--- src/rtl/fifo_pkg.sv ---
// Shared FIFO constants and read-side FSM state type.
// Used by the FIFO, its writer and the burst reader.
package fifo_pkg;

    localparam int FIFO_DATA_W = 8;
    localparam int FIFO_DEPTH  = 64;
    localparam int FIFO_CNT_W  = 7;

    typedef enum logic [1:0] {
        IDLE,
        RUN,
        DONE
    } rd_state_t;

endpackage

--- src/rtl/fifo_rd_skid.sv ---
// Small circular skid buffer between the FIFO read port and the stream.
// Same-cycle push and pop keep occupancy unchanged.
module fifo_rd_skid #(
    parameter  int DATA_W = 8,
    parameter  int DEPTH  = 2,
    localparam int CNT_W  = $clog2(DEPTH + 1),
    localparam int PTR_W  = (DEPTH > 1) ? $clog2(DEPTH) : 1
) (
    input  logic              clk,
    input  logic              rst,
    input  logic              push,
    input  logic              pop,
    input  logic [DATA_W-1:0] din,
    output logic [DATA_W-1:0] head,
    output logic [CNT_W-1:0]  count,
    output logic              full,
    output logic              empty
);

    logic [DATA_W-1:0] mem [DEPTH];
    logic [PTR_W-1:0]  wr_ptr;
    logic [PTR_W-1:0]  rd_ptr;
    logic              do_push;
    logic              do_pop;

    function automatic logic [PTR_W-1:0] ptr_inc(input logic [PTR_W-1:0] p);
        return (p == PTR_W'(DEPTH - 1)) ? '0 : p + PTR_W'(1);
    endfunction

    assign full    = (count == CNT_W'(DEPTH));
    assign empty   = (count == '0);
    assign head    = mem[rd_ptr];
    assign do_pop  = pop && !empty;
    // A full buffer may still accept a push when the head leaves this cycle.
    assign do_push = push && (!full || do_pop);

    always_ff @(posedge clk) begin
        if (!rst) begin
            wr_ptr <= '0;
            rd_ptr <= '0;
            count  <= '0;
            for (int i = 0; i < DEPTH; i++) begin
                mem[i] <= '0;
            end
        end else begin
            if (do_push) begin
                mem[wr_ptr] <= din;
                wr_ptr      <= ptr_inc(wr_ptr);
            end
            if (do_pop) begin
                rd_ptr <= ptr_inc(rd_ptr);
            end
            unique case ({do_push, do_pop})
                2'b10:   count <= count + CNT_W'(1);
                2'b01:   count <= count - CNT_W'(1);
                default: count <= count;
            endcase
        end
    end

endmodule

--- src/rtl/fifo_burst_reader.sv ---
// Read-side burst master: pops cmd_len words from the FIFO and
// streams them out on valid/ready with m_last, then pulses done.
module fifo_burst_reader
    import fifo_pkg::*;
#(
    parameter  int DATA_W = FIFO_DATA_W,
    parameter  int LEN_W  = FIFO_CNT_W,
    parameter  int RD_LAT = 1,
    parameter  int SKID_D = RD_LAT + 1,
    localparam int CNT_W  = $clog2(SKID_D + 1),
    localparam int OCC_W  = $clog2(SKID_D + RD_LAT + 2)
) (
    input  logic              clk,
    input  logic              rst,
    input  logic              cmd_valid,
    output logic              cmd_ready,
    input  logic [LEN_W-1:0]  cmd_len,
    output logic              fifo_rd_en,
    input  logic [DATA_W-1:0] fifo_dout,
    input  logic              fifo_empty,
    output logic [DATA_W-1:0] m_data,
    output logic              m_valid,
    input  logic              m_ready,
    output logic              m_last,
    output logic              done,
    output logic              busy
);

    rd_state_t         state_q;
    rd_state_t         state_d;
    logic [LEN_W-1:0]  issue_cnt;
    logic [LEN_W-1:0]  deliv_cnt;
    logic [LEN_W-1:0]  len_c;
    logic [RD_LAT-1:0] vld_pipe;
    logic [CNT_W-1:0]  skid_count;
    logic              skid_full;
    logic              skid_empty;
    logic              cap;
    logic              hs;
    logic              room;
    logic [OCC_W-1:0]  inflight;
    logic [OCC_W-1:0]  occ;

    assign len_c = (cmd_len > LEN_W'(FIFO_DEPTH)) ? LEN_W'(FIFO_DEPTH)
                                                  : cmd_len;

    assign m_valid = !skid_empty;
    assign hs      = m_valid && m_ready;
    assign m_last  = m_valid && (deliv_cnt == LEN_W'(1));
    assign cap     = vld_pipe[RD_LAT-1];

    always_comb begin
        inflight = '0;
        for (int i = 0; i < RD_LAT; i++) begin
            inflight = inflight + OCC_W'(vld_pipe[i]);
        end
    end

    // Occupancy after this edge; a word leaving now frees its slot,
    // which is what sustains one word per cycle with a 2-entry skid.
    assign occ  = OCC_W'(skid_count) + inflight - OCC_W'(hs);
    assign room = (occ < OCC_W'(SKID_D)) && (!skid_full || hs);

    always_ff @(posedge clk) begin
        if (!rst) begin
            state_q <= IDLE;
        end else begin
            state_q <= state_d;
        end
    end

    always_comb begin
        state_d    = state_q;
        cmd_ready  = 1'b0;
        busy       = 1'b1;
        done       = 1'b0;
        fifo_rd_en = 1'b0;
        unique case (state_q)
            IDLE: begin
                cmd_ready = 1'b1;
                busy      = 1'b0;
                if (cmd_valid) begin
                    state_d = (len_c == '0) ? DONE : RUN;
                end
            end
            RUN: begin
                fifo_rd_en = (issue_cnt != '0) && !fifo_empty && room;
                if (hs && m_last) begin
                    state_d = DONE;
                end
            end
            DONE: begin
                done    = 1'b1;
                state_d = IDLE;
            end
            default: state_d = IDLE;
        endcase
    end

    always_ff @(posedge clk) begin
        if (!rst) begin
            issue_cnt <= '0;
            deliv_cnt <= '0;
            vld_pipe  <= '0;
        end else begin
            vld_pipe[0] <= fifo_rd_en;
            for (int i = 1; i < RD_LAT; i++) begin
                vld_pipe[i] <= vld_pipe[i-1];
            end
            if (state_q == IDLE && cmd_valid) begin
                issue_cnt <= len_c;
                deliv_cnt <= len_c;
            end else begin
                if (fifo_rd_en) begin
                    issue_cnt <= issue_cnt - LEN_W'(1);
                end
                if (hs) begin
                    deliv_cnt <= deliv_cnt - LEN_W'(1);
                end
            end
        end
    end

    fifo_rd_skid #(
        .DATA_W (DATA_W),
        .DEPTH  (SKID_D)
    ) u_skid (
        .clk   (clk),
        .rst   (rst),
        .push  (cap),
        .pop   (hs),
        .din   (fifo_dout),
        .head  (m_data),
        .count (skid_count),
        .full  (skid_full),
        .empty (skid_empty)
    );

endmodule

--- config.mk ---
export PLATFORM = sky130hd
export DESIGN_NAME = fifo_burst_reader
export DESIGN_NICKNAME = d
export VERILOG_FILES = /design/src/rtl/fifo_pkg.sv /design/src/rtl/fifo_rd_skid.sv /design/src/rtl/fifo_burst_reader.sv
export SDC_FILE = /design/constraint.sdc
export NUM_CORES = 1
export LEC_CHECK = 0
export CORE_ASPECT_RATIO = 1.4
export CORE_UTILIZATION = 45
export CTS_CLUSTER_DIAMETER = 150
export DETAILED_ROUTE_END_ITERATION = 16
export PLACE_DENSITY = 0.7
export SLEW_MARGIN = 20
export SYNTH_ARGS = -nofsm -noshare
export SYNTH_HDL_FRONTEND = slang
export SYNTH_HIERARCHICAL = 1
export SYNTH_SLANG_ARGS = --single-unit
--- constraint.sdc ---
create_clock -name clk -period 6.94 [get_ports clk]
set_input_delay 1.041 -clock clk [delete_from_list [all_inputs] [get_ports clk]]
set_output_delay 1.041 -clock clk [all_outputs]
set_load 0.01 [all_outputs]
==> summary.md, run 1 <==
| Metric | Value |
|---|---|
| Iteration-0 DRC count of the detailed router | `59` |
| Chip Width | `59.1 um` |
| RSZ-0062 raised after global routing | `no` |
| Max Buffers Root-to-Sink | `2` |
| Post-synth top cells | `22 x dfxtp_1, 19 x and2_1, 16 x edfxtp_1, 11 x inv_1` |
| Worst vdd ir | `0.000117 V` |
| Post-synth EDFFs | `16` |
| # diodes | `0` |
| Final setup margin | `1.65 ns` |
| Initial Util | `47.6%` |
| Syn Std Cell Area | `0.00205 sq mm` |
| CP cell instances | `clkdlybuf4s50_1 > nand2b_2 > inv_1 > ha_1 > nand2b_1 > fa_1 > nor4bb_1 > o211a_1 > and2_1 > clkdlybuf4s50_1` |
| Post-Syn Nets | `220` |
| Tot Pwr | `0.502 mW` |
| Register area share after synthesis | `44.9%` |
| Hold WC Path Type | `reg2reg` |
| Post-CTS setup buffer count | `0` |
| Largest net degree at the start of global routing | `20` |
| Pleak | `0.928 nW` |
| Multi-input logic area | `0.00104 sq mm` |
| Root buf cell | `clkbuf_8` |
| Status | `completed` |
| HPWL Detailed | `3.12 mm` |
| Hold slack final | `0.540 ns` |
| DR DRC count | `0` |
| Die Ht | `81.9 um` |
| Non-filler instance count after layout | `288` |
| Fin. max-slew vios | `0` |
| Post_cts resized | `0` |
| Sequential share of power | `51.6%` |
| Vias in the first global route | `1466` |
| Placer congestion estimate | `0.909` |
| Crit path time final | `5.29 ns` |
| DRT Wirelength | `4.10 mm` |
| FILL cells | `395` |
| CTS Hold Bufs | `0` |
| Slew of the pin with the lowest slew margin | `0.728 ns` |
| CP startpoint kind | `input port` |
| Dpl cells | `280` |
| Asr flop ratio synth | `0%` |
| CP Class | `in2out` |
| Die ar. | `0.00484 sq mm` |
| First-pass GRT wire length | `6.76 mm` |
| Largest area contributor in the netlist | `edfxtp_1` |
| Total track usage | `18.8%` |
| Crit-path max cell delay | `0.54 ns` |
| Clock sinks | `38` |
| Core area | `0.00431 sq mm` |
| Total gr overflow | `0` |
| Reg clk slew, reported paths | `0.07 ns` |
| Fin. Hold Viols | `0` |
| Gate power share | `19.7%` |
| Register area | `921 sq um` |
| Clk_lat worst skew | `0.29 ns` |
| WL per Instance | `14.2 um` |
| Num rows | `28` |
| Cell area power density | `200 mW/mm^2` |
| Synth area leaders | `edfxtp_1 23%, dfxtp_1 21%, and2_1 5.8%` |
| Switching portion of total power | `27.3%` |
| Inserted Clock Buffers | `5` |
| Setup TNS | `0 ns` |
| Layout Skew | `0.00398 ns` |
| Setup WS pre-CTS | `1.66 ns` |
| Final setup viols | `0` |
| Crit path DAT | `4.25 ns` |
| Cells after Synth | `193` |
| Share of the synthesized area in the top cell type | `23.4%` |
| Vias per cell | `5.36` |
| Most frequent cell after synthesis | `dfxtp_1` |
| Routed vias | `1545` |
| DRT Pass-1 Iters | `4` |
| Req. time, crit path | `5.90 ns` |
| Routed Antenna Nets | `0` |
| Yosys warning count | `6` |
| Net Sw Power | `0.137 mW` |
| Int Pwr | `0.365 mW` |
| Clock tree from TritonCTS | `yes` |
| Synth Flop Type | `dfxtp_1` |
| Synth-to-Final Area Change | `22.0%` |
| Period utilization | `76.3%` |
| H-tree depth | `2` |
| FMAX | `0.189 GHz` |
| Layout cell share with drive strength beyond 1 | `11.8%` |
| Initial antenna violation count | `0` |
| Crit-path max FO | `12` |
| Rel. slew slack | `51.1%` |
| Count of cell types in the netlist | `57` |
| Most used cell, CP | `clkdlybuf4s50_1` |
| Avg Synthesized Cell Area | `10.6 sq um` |
| FF+latch count, synth | `38` |
| Max_cap viols | `0` |
| CP Capture Type | `output pin` |
| Slowest CP cell | `clkdlybuf4s50_1` |
| Ports | `34` |
| Final nets | `254` |
| Power share of the clock group | `28.7%` |
| Port-buffer cells | `33` |
==> per-stage QoR <==
step | utilization (%) | area [sq um]
2_1_floorplan | - | 2050
3_3_place_gp | 56.1 | 2420
3_5_place_dp | 56.1 | 2420
4_1_cts | 58.1 | 2500
5_1_grt | 58.1 | 2500
6_report | 58.1 | 2500
==> power by group through the flow <==
stage	Sequential, mW	Combinational [mW]	Clock (mW)
finish	0.259	0.0987	0.144
global route	0.261	0.110	0.160
CTS	0.259	0.0988	0.148
floorplan	0.260	0.0634	0
detailed placement	0.264	0.0983	0
global placement	0.264	0.0980	0
==> cell families (layout without fill, tap and decap cells) <==
kind of cell / Yosys count / count (layout) / share of synthesized area (%)
AO/OA/AOI/OAI: 38 / 38 / 13.6
XOR/XNOR: 10 / 10 / 4.27
adder cells (fa/ha/maj): 7 / 7 / 4.63
buffers and inverters: 19 / 54 / 4.51
flip-flops: 38 / 38 / 44.9
multiplexers: 8 / 8 / 4.39
AND/OR/NAND/NOR: 73 / 73 / 23.7
==> metal layers <==
layer  GRT usage (%)  wire [um]  vias to the layer above
met5               0          0                        -
met4            6.19         46                        0
met3            3.94        168                        5
met2            34.4       2150                       42
met1            21.3       1740                      725
li1                -          -                      773
==> critical path: cells and delay by family <==
family,cells,cell delay [ns]
simple gates,4,0.80
buf+inv,3,1.24
fa+ha+maj,2,0.76
compound gates,1,0.41
==> state kept, by name (all words and copies together) (netlist names), named ones only <==
name           count
state_q            2
issue_cnt          7
cap                1
u_skid/mem        16
u_skid/wr_ptr      1
deliv_cnt          7
u_skid/rd_ptr      1
u_skid/count       2
==> path summary, 6_finish.rpt <==
path / start / endpoint / slack [ns] / cells after the start
worst max-delay path: m_ready / fifo_rd_en / 1.65 / 10
worst min register to register: issue_cnt[5]$_SDFFE_PN0P_ / issue_cnt[5]$_SDFFE_PN0P_ / 0.54 / 1
worst max register to register: u_skid/count[1]$_SDFFE_PN0P_ / issue_cnt[1]$_SDFFE_PN0P_ / 3.59 / 10
worst min-delay path: issue_cnt[5]$_SDFFE_PN0P_ / issue_cnt[5]$_SDFFE_PN0P_ / 0.54 / 1
==> cell usage in the layout (no fill, tap or decap), types with 3 or more instances in the layout <==
cell,instances
clkdlybuf4s50_1,33
nor2b_1,4
dfxtp_1,22
nand3_1,4
a211oi_1,5
nor4_1,3
nor3_1,4
and2_1,19
a21o_1,3
ha_1,6
mux2_2,8
nand2b_1,3
xnor2_1,8
inv_1,11
o21a_1,3
nor2_1,8
nand2_1,5
a311oi_1,4
clkbuf_8,5
edfxtp_1,16
a21oi_1,8
==> layout make-up <==
cell class	count	share of cell area, %
multi-input cells	136	41.5
clock inverters	3	0.650
well taps	60	3.00
repair buffers	34	13.5
clock buffers	5	2.75
inverters	12	1.80
flip-flops and latches	38	36.8
No activity file was read; power rests on OpenSTA's default activity.
==> run 2: changes to the inputs <==
Clock period 6.94 ns to 5 ns, I/O delays scaled along.
==> summary.md, run 2 (synthesized netlist as in run 1, its figures left out) <==
| Metric | Value |
|---|---|
| Slowest CP cell | `clkdlybuf4s50_1` |
| Slew of the pin with the lowest slew margin | `0.765 ns (+0.0368 ns)` |
| DR DRC count | `0 (unchanged)` |
| CP startpoint kind | `input port` |
| Vias per cell | `5.42 (+1.1%)` |
| Setup WS pre-CTS | `0.498 ns (-1.16 ns)` |
| Final setup viols | `0 (unchanged)` |
| Clock sinks | `38 (unchanged)` |
| Initial antenna violation count | `0 (unchanged)` |
| Crit-path max FO | `8 (-4)` |
| DRT Wirelength | `4.15 mm (+1.2%)` |
| Layout Skew | `0.00426 ns (+0.000278 ns)` |
| Chip Width | `59.1 um (unchanged)` |
| DRT Pass-1 Iters | `4 (unchanged)` |
| Final nets | `254 (unchanged)` |
| Regs by FF count | `u_skid/mem (16), deliv_cnt (7), issue_cnt (7)` |
| Delay-heaviest family, CP | `buffers and inverters` |
| Worst hold start | `issue_cnt[5]$_SDFFE_PN0P_` |
| Status | `completed` |
| Clock tree from TritonCTS | `yes` |
| Commonest non-fill, non-tap cell in the layout | `clkdlybuf4s50_1` |
| Fin. max-slew vios | `0 (unchanged)` |
| Max Buffers Root-to-Sink | `2 (unchanged)` |
| Die ar. | `0.00484 sq mm (unchanged)` |
| Placer congestion estimate | `0.819 (-9.9%)` |
| Most used cell, CP | `clkdlybuf4s50_1` |
| Core area | `0.00431 sq mm (unchanged)` |
| Port-buffer cells | `33 (unchanged)` |
| Number of flip-flops in the largest register | `16 (unchanged)` |
| Root buf cell | `clkbuf_8` |
| Total gr overflow | `0 (unchanged)` |
| Synth-to-Final Area Change | `24.3%` |
| HPWL Detailed | `3.06 mm (-1.7%)` |
| H-tree depth | `2 (unchanged)` |
| Rel. slew slack | `48.7% (-2.5 points)` |
| # diodes | `0 (unchanged)` |
| Vias in the first global route | `1511 (+3.1%)` |
| Pleak | `0.953 nW (+2.7%)` |
| Crit path DAT | `3.82 ns (-0.43 ns)` |
| Cells on Worst Hold Path | `1 (unchanged)` |
| Num rows | `28 (unchanged)` |
| Biggest register | `u_skid/mem` |
| Iteration-0 DRC count of the detailed router | `71 (+20%)` |
| Crit path time final | `4.57 ns` |
| RSZ-0062 raised after global routing | `no` |
| Period utilization | `91.5%` |
| WL per Instance | `14.4 um (+1.2%)` |
| Die Ht | `81.9 um (unchanged)` |
| Hold slack final | `0.535 ns (-0.00456 ns)` |
| Routed vias | `1562 (+1.1%)` |
| Largest net degree at the start of global routing | `20 (unchanged)` |
| Worst Path Buf+Inv | `3 (unchanged)` |
| Total track usage | `19.0% (+0.20 points)` |
| CP Capture Type | `output pin` |
| FILL cells | `378 (-4.3%)` |
| Ports | `34 (unchanged)` |
| Critical Path Start | `m_ready` |
| Cell area power density | `314 mW/mm^2 (+57%)` |
| Final setup margin | `0.425 ns (-1.22 ns)` |
| Clk_lat worst skew | `0.29 ns (about the same)` |
| Req. time, crit path | `4.25 ns (-1.65 ns)` |
| Most frequent cells in the layout | `33 x clkdlybuf4s50_1, 22 x dfxtp_1, 19 x and2_1` |
| FMAX | `0.219 GHz` |
| CP cell instances | `clkdlybuf4s50_1 > nand2b_2 > inv_1 > ha_1 > nand2b_1 > fa_1 > nor4bb_1 > o211a_1 > and2_1 > clkdlybuf4s50_1` |
| Fin. Hold Viols | `0 (unchanged)` |
| Layout cell share with drive strength beyond 1 | `11.8% (unchanged)` |
| R2R depth | `11 (+1)` |
| Crit-path max cell delay | `0.53 ns (about the same)` |
| Worst vdd ir | `0.000192 V (+64%)` |
| CTS Hold Bufs | `0 (unchanged)` |
| R2R Setup Slk | `1.58 ns (-2.01 ns)` |
| Setup TNS | `0 ns (unchanged)` |
| Crit path depth | `10 (unchanged)` |
| Post_cts resized | `0 (unchanged)` |
| CP Class | `in2out` |
| First-pass GRT wire length | `6.74 mm (-0.21%)` |
| Initial Util | `47.6% (unchanged)` |
| Hold WC Path Type | `reg2reg` |
| Max_cap viols | `0 (unchanged)` |
| Routed Antenna Nets | `0 (unchanged)` |
| Inserted Clock Buffers | `5 (unchanged)` |
| Reg clk slew, reported paths | `0.07 ns (about the same)` |
| Post-CTS setup buffer count | `0 (unchanged)` |
| Reg2reg start | `u_skid/count[1]$_SDFFE_PN0P_` |
==> run 2: cell types whose count changed in the layout (fill, tap and decap cells not counted), sizes merged <==
cell	previous run	this run
bufinv	0	2
clkinv	3	2
clkinvlp	1	0
==> run 2: report_power, final <==
part           internal (mW)  leakage [nW]  switching, mW
logic                 0.0688         0.541         0.0693
registers              0.342         0.346         0.0163
clock network          0.197        0.0658          0.106
==> run 2: worst paths after layout <==
path | end
worst max-delay path | fifo_rd_en
worst min-delay path | issue_cnt[5]$_SDFFE_PN0P_
worst max register to register | issue_cnt[1]$_SDFFE_PN0P_
worst min register to register | issue_cnt[5]$_SDFFE_PN0P_
==> run 2: worst reg2reg max path, cell delays in order, from the launching register on <==
cell       delay, ns
dfxtp_1         0.49
nor2_1          0.16
nand2b_2        0.23
inv_1           0.22
ha_1            0.29
nand2b_1        0.18
fa_1            0.50
nor4bb_1        0.39
o211a_1         0.23
buf_4           0.17
a211oi_1        0.09
a2111oi_1       0.36
==> run 2: per-layer routing <==
metal  share of wire [%]  up-vias  global-route usage, %  routed length (um)
li1                    -      777                      -                   -
met1                  40      725                   19.1                1640
met2                  53       51                   36.5                2220
met3                 5.2        9                   4.41                 216
met4                 1.7        0                   8.10                  72
met5                   0        -                      0                   0
==> run 2: area by class of cell <==
type | count | area, sq um | share of cell area, %
clock buffer | 5 | 68.8 | 2.70
clock inverter | 3 | 63.8 | 2.50
inverter | 12 | 45.0 | 1.77
multi-input combinational | 136 | 1040 | 40.7
sequential | 38 | 921 | 36.1
tap | 60 | 75.1 | 2.94
timing repair buffer | 34 | 338 | 13.2
==> run 2: per-stage QoR <==
stage	std cells	utilization, %	instance area, sq um	power [mW]
3_3_place_gp	280	56.1	2420	0.501
4_1_cts	288	59.2	2550	0.806
3_5_place_dp	280	56.1	2420	0.502
2_1_floorplan	193	-	2050	0.449
6_report	288	59.2	2550	0.801
5_1_grt	288	59.2	2550	0.838
